===== src/rtl/reservoir_sequencer.sv =====
// Sequencer for the hybrid DFR reservoir: fetches samples, applies the per-node mask,
// drives one reservoir update per virtual node and stores each result word.
module reservoir_sequencer #(
   parameter int NUM_VIRTUAL_NODES = 10,
   parameter int DATA_WIDTH        = 32,
   parameter int IN_ADDR_WIDTH     = 16,
   parameter int OUT_ADDR_WIDTH    = 20,
   parameter int TIMEOUT_CYCLES    = 65535
) (
   input  logic                          clk,
   input  logic                          rst_n,
   input  logic                          start,
   input  logic                          abort,
   input  logic [IN_ADDR_WIDTH-1:0]      num_samples,
   input  logic [NUM_VIRTUAL_NODES-1:0]  mask,
   output logic                          busy,
   output logic                          done,
   output logic                          error,
   output logic                          in_rd_en,
   output logic [IN_ADDR_WIDTH-1:0]      in_rd_addr,
   input  logic [DATA_WIDTH-1:0]         in_rd_data,
   output logic                          res_en,
   output logic [DATA_WIDTH-1:0]         res_din,
   input  logic [DATA_WIDTH-1:0]         res_dout,
   input  logic                          res_valid,
   output logic                          out_wr_en,
   output logic [OUT_ADDR_WIDTH-1:0]     out_wr_addr,
   output logic [DATA_WIDTH-1:0]         out_wr_data
);

   localparam int K_W = (NUM_VIRTUAL_NODES > 1) ? $clog2(NUM_VIRTUAL_NODES) : 1;
   localparam int T_W = $clog2(TIMEOUT_CYCLES + 1);
   localparam logic [K_W-1:0] K_LAST = K_W'(NUM_VIRTUAL_NODES - 1);
   localparam logic [T_W-1:0] T_LAST = T_W'(TIMEOUT_CYCLES - 1);

   typedef enum logic [2:0] {
      S_IDLE, S_FETCH, S_CAPTURE, S_ARM, S_ISSUE, S_WAIT, S_STORE, S_FINISH
   } state_t;

   state_t                         state;
   logic [IN_ADDR_WIDTH-1:0]       num_q;
   logic [NUM_VIRTUAL_NODES-1:0]   mask_q;
   logic [DATA_WIDTH-1:0]          sample_q;
   logic [K_W-1:0]                 k_idx;
   logic [K_W-1:0]                 k_next;
   logic [IN_ADDR_WIDTH-1:0]       s_next;
   logic [T_W-1:0]                 tmo_cnt;
   logic                           abort_pend;

   function automatic logic [DATA_WIDTH-1:0] gate(input logic [DATA_WIDTH-1:0] d,
                                                  input logic sel);
      return sel ? d : '0;
   endfunction

   assign k_next = k_idx + K_W'(1);
   assign s_next = in_rd_addr + IN_ADDR_WIDTH'(1);

   // Strobes decode straight from the state register, so no input reaches an output.
   assign busy      = (state != S_IDLE);
   assign done      = (state == S_FINISH);
   assign in_rd_en  = (state == S_FETCH);
   assign res_en    = (state == S_ISSUE);
   assign out_wr_en = (state == S_STORE);

   always_ff @(posedge clk or negedge rst_n) begin
      if (!rst_n) begin
         state       <= S_IDLE;
         num_q       <= '0;
         mask_q      <= '0;
         sample_q    <= '0;
         k_idx       <= '0;
         tmo_cnt     <= '0;
         abort_pend  <= 1'b0;
         error       <= 1'b0;
         in_rd_addr  <= '0;
         res_din     <= '0;
         out_wr_addr <= '0;
         out_wr_data <= '0;
      end else begin
         case (state)
            S_IDLE: begin
               if (start) begin
                  num_q       <= num_samples;
                  mask_q      <= mask;
                  error       <= 1'b0;
                  abort_pend  <= 1'b0;
                  in_rd_addr  <= '0;
                  k_idx       <= '0;
                  out_wr_addr <= '0;
                  state       <= (num_samples == '0) ? S_FINISH : S_FETCH;
               end
            end
            S_FETCH: state <= abort ? S_FINISH : S_CAPTURE;
            S_CAPTURE: begin
               sample_q <= in_rd_data;
               res_din  <= gate(in_rd_data, mask_q[k_idx]);
               state    <= abort ? S_FINISH : S_ARM;
            end
            S_ARM: begin
               if (abort)          state <= S_FINISH;
               else if (res_valid) state <= S_ISSUE;
            end
            S_ISSUE: begin
               tmo_cnt <= '0;
               if (abort) abort_pend <= 1'b1;
               state <= S_WAIT;
            end
            // An update in flight always completes; abort is deferred to STORE.
            S_WAIT: begin
               if (abort) abort_pend <= 1'b1;
               if (res_valid) begin
                  out_wr_data <= res_dout;
                  state       <= S_STORE;
               end else if (tmo_cnt == T_LAST) begin
                  error <= 1'b1;
                  state <= S_FINISH;
               end else begin
                  tmo_cnt <= tmo_cnt + T_W'(1);
               end
            end
            // Running write address equals s*N+k because nodes are visited in order.
            S_STORE: begin
               out_wr_addr <= out_wr_addr + OUT_ADDR_WIDTH'(1);
               if (abort || abort_pend) begin
                  state <= S_FINISH;
               end else if (k_idx != K_LAST) begin
                  k_idx   <= k_next;
                  res_din <= gate(sample_q, mask_q[k_next]);
                  state   <= S_ARM;
               end else begin
                  k_idx      <= '0;
                  in_rd_addr <= s_next;
                  state      <= (s_next == num_q) ? S_FINISH : S_FETCH;
               end
            end
            S_FINISH: state <= S_IDLE;
            default:  state <= S_IDLE;
         endcase
      end
   end

endmodule


===== config.mk =====
export PLATFORM = sky130hd
export DESIGN_NAME = reservoir_sequencer
export DESIGN_NICKNAME = d
export VERILOG_FILES = /design/src/rtl/reservoir_sequencer.sv
export SDC_FILE = /design/constraint.sdc
export NUM_CORES = 1
export LEC_CHECK = 0
export CAP_MARGIN = 30
export CORE_ASPECT_RATIO = 0.8
export CORE_MARGIN = 8
export CORE_UTILIZATION = 64
export DETAILED_ROUTE_END_ITERATION = 16
export DONT_BUFFER_PORTS = 1
export GPL_ROUTABILITY_DRIVEN = 0
export GPL_TIMING_DRIVEN = 0
export HOLD_SLACK_MARGIN = 0.15
export PLACE_DENSITY_LB_ADDON = 0.12
export SLEW_MARGIN = 20
export SYNTH_ARGS = -nofsm -noshare
export SYNTH_HDL_FRONTEND = slang
export SYNTH_SLANG_ARGS = --single-unit

===== constraint.sdc =====
create_clock -name clk -period 2.75 [get_ports clk]
set_input_delay 0.275 -clock clk [delete_from_list [all_inputs] [get_ports clk]]
set_output_delay 0.275 -clock clk [all_outputs]
set_load 0.005 [all_outputs]

==> flow_summary.json <==
{
  "yosys_warnings": 0,
  "grt_max_degree": 184,
  "syn_area_per_cell_um2": 10.68,
  "grt_pass1_vias": 7376,
  "reg2reg_from": "in_rd_addr[0]",
  "start_util_pct": 66.06,
  "grtUsageMet1_pct": 32.48,
  "synth_xor_area_share_pct": 3.682,
  "synth_nets": 903,
  "critPathBufInv": 0,
  "startpoint_type": "flip-flop",
  "die_area_um2": 17360,
  "synth_top_cell_area_share_pct": 53.48,
  "path_cells": "nand4_1, nor4_1, xnor2_1, nand4_1, or4_1, a21oi_1",
  "synthTopCellsByArea": "dfrtp_1, mux2_2, nand2_1",
  "die_w_um": 145.3,
  "io_pins": 201,
  "crit_fanout": 8,
  "worst_path_max_delay_cell": "nor4_1",
  "h-tree-depth": 4,
  "synth-main-ff-cell": "dfrtp_1",
  "core-area_um2": 12960,
  "synth_compound_area_share_pct": 11.50,
  "cts_root_buffer": "clkbuf_16",
  "grt_pass1_wl_um": 39170,
  "top_usage_layer": "met2",
  "synth-seq-area-share_pct": 53.48,
  "fin_worst_skew_ns": 0.01252,
  "synthMuxAreaShare_pct": 10.17,
  "ys_types": 57,
  "antenna_found_initial": 2,
  "leakage_nw": 4.632,
  "critPathRequiredTime_ns": 3.11,
  "end_kind": "flip-flop",
  "drtPass1Iterations": 5,
  "grt_use_met3_pct": 9.724,
  "crit_family": "simple AND/OR/NAND/NOR gates",
  "portBuffers": 0,
  "crit_path_frequent_cell": "nand4_1",
  "synthToLayoutAreaGrowth_pct": 20.70,
  "drc": 0,
  "setup_viol": 0,
  "critPathKind": "reg2reg",
  "async_flop_share_pct": 100.0,
  "wire_per_inst_um": 21.90,
  "nNetsFinal": 1016,
  "use_met2_pct": 47.93,
  "regArea_um2": 4579,
  "drt_wl_total_um": 24190,
  "synth-simple-area-share_pct": 17.59,
  "synth_edf_count": 0,
  "drt_first_iter_violations": 576,
  "clk_latency_ns": 0.43,
  "row_count": 37,
  "cts_tree": "built",
  "grt_usage_pct": 27.86,
  "synth_top_family_by_area": "simple AND/OR/NAND/NOR gates",
  "syn_area_um2": 8563,
  "setup-tns-final_ns": 0,
  "clock_sink_count": 183,
  "finalHoldViolCount": 183,
  "period_share_pct": 91.89,
  "power.density_nw_per_um2": 980.7,
  "die_h_um": 119.5,
  "vias": 7016,
  "violations": "hold timing",
  "nFillCells": 785,
  "critPathMaxStageDelay_ns": 0.62,
  "drtAntennaViolNets": 0,
  "crit_arrival_ns": 2.88,
  "slew_viol_final": 0,
  "drv_cap": 0,
  "netlist_top_cells_count": "dfrtp_1, nand2_1, mux2_2",
  "synth_most_common_cell": "dfrtp_1",
  "synth_top_cell_by_area": "dfrtp_1",
  "cts_buffer_depth": 2,
  "period_needed_ns": 2.527,
  "crit_start": "in_rd_addr[0]",
  "max_slew_margin_pct": 55.43,
  "timing.hold.ws_ns": -0.4669,
  "drive_gt1_share_pct": 13.69,
  "power_mw": 10.14,
  "vias_per_cell": 6.349,
  "rsz0062_at_grt": "false",
  "cts_inserted_buffers": 17,
  "clk_pin_slew_ns": 0.08,
  "peakVddDrop_uv": 583.2,
  "multi_input_area_um2": 3764,
  "syn_inst": 802,
  "dp_hpwl_um": 15700,
  "hold_path_class": "in2async",
  "synthAdderAreaFrac_pct": 0.8767,
  "synth_seq_cells": 183,
  "grt_overflow": 0,
  "worstMarginPinSlew_ns": 0.6645,
  "outcome": "complete, but fails checks",
  "fmax_mhz": 395.7
}
==> report_power, final <==
part	internal [mW]	switching (mW)	total, mW	leakage (nW)
sequential	3.70	0.999	4.70	2.35
clock	1.31	1.18	2.49	0.292
combinational	1.44	1.51	2.95	1.99
total	6.45	3.69	10.1	4.63
==> repair_timing <==
action                     in CTS  in global routing
resized for setup               0                  2
setup endpoints to repair       0                  1
buffers inserted                0                  0
hold endpoints to repair      308                184
hold buffers                   93                  1
==> layout make-up <==
class                   instances  share of cell area (%)
flip-flops and latches        183                   44.30
multi-input cells             564                   36.41
repair buffers                 94                   9.103
clock buffers                  17                   4.116
well taps                     175                   2.118
plain buffers                  48                   1.985
clock inverters                15                   1.658
inverters                       7                  0.2542
diodes                          2                 0.04842
==> per-stage QoR <==
stage / instance area [µm²] / hold slack, ns / utilization [%] / std cells / setup WS (ns)
after floorplan: 8563 / -0.02059 / - / 802 / 0.5022
after detailed placement: 8782 / -0.01386 / 67.75 / 977 / 0.2079
after global routing: 10340 / -0.4884 / 79.74 / 1105 / 0.06735
after global placement: 8782 / -0.01360 / 67.75 / 977 / 0.2439
after CTS: 10310 / -0.4781 / 79.54 / 1102 / 0.1850
final: 10340 / -0.4669 / 79.74 / 1105 / 0.2230
==> flip-flops by register name, indices dropped and copies added (netlist names) <==
signal and cells:
abort_pend 1, error 1, in_rd_addr 16, k_idx 4, mask_q 10, num_q 16
out_wr_addr 20, out_wr_data 32, res_din 32, sample_q 32, state 3, tmo_cnt 16
==> cell families after synthesis <==
logic type	after synthesis
simple gates	305
flops	183
compound gates	143
mux	74
buf+inv	55
xor+xnor	36
fa+ha+maj	6
==> final timing paths <==
| path | to | slack, ns | depth (start not counted) |
|---|---|---|---|
| setup / recovery | state[1] | 0.22 | 6 |
| hold / removal | tmo_cnt[12] | -0.47 | 0 |
| setup reg to reg | state[1] | 0.22 | 6 |
| hold reg to reg | num_q[8] | 0.50 | 2 |
| max in group asynchronous | out_wr_addr[0] | 2.90 | 0 |
| min in group clk | res_din[10] | 0.18 | 2 |
==> routing by layer <==
layer / vias to the layer above / share of wire [%]
li1: 3131 / -
met1: 3480 / 38
met4: 0 / 2.2
met3: 51 / 9.3
met2: 354 / 50
met5: - / 0
==> cells in the final DEF (no fill, tap or decap), drive strengths merged, types with 16 or more instances in the layout <==
cell / Yosys / routed
inv: 7 / 18
dfrtp: 183 / 183
nor3: 16 / 16
xor2: 20 / 20
nand2: 121 / 121
nor2: 40 / 40
nand3: 33 / 33
and3: 40 / 40
a21oi: 16 / 16
clkbuf: 32 / 49
mux2: 64 / 64
o21ai: 60 / 60
buf: 16 / 16
xnor2: 16 / 16
dlygate4sd3: 0 / 94
a221o: 32 / 32
No activity file was read; power rests on OpenSTA's default activity.
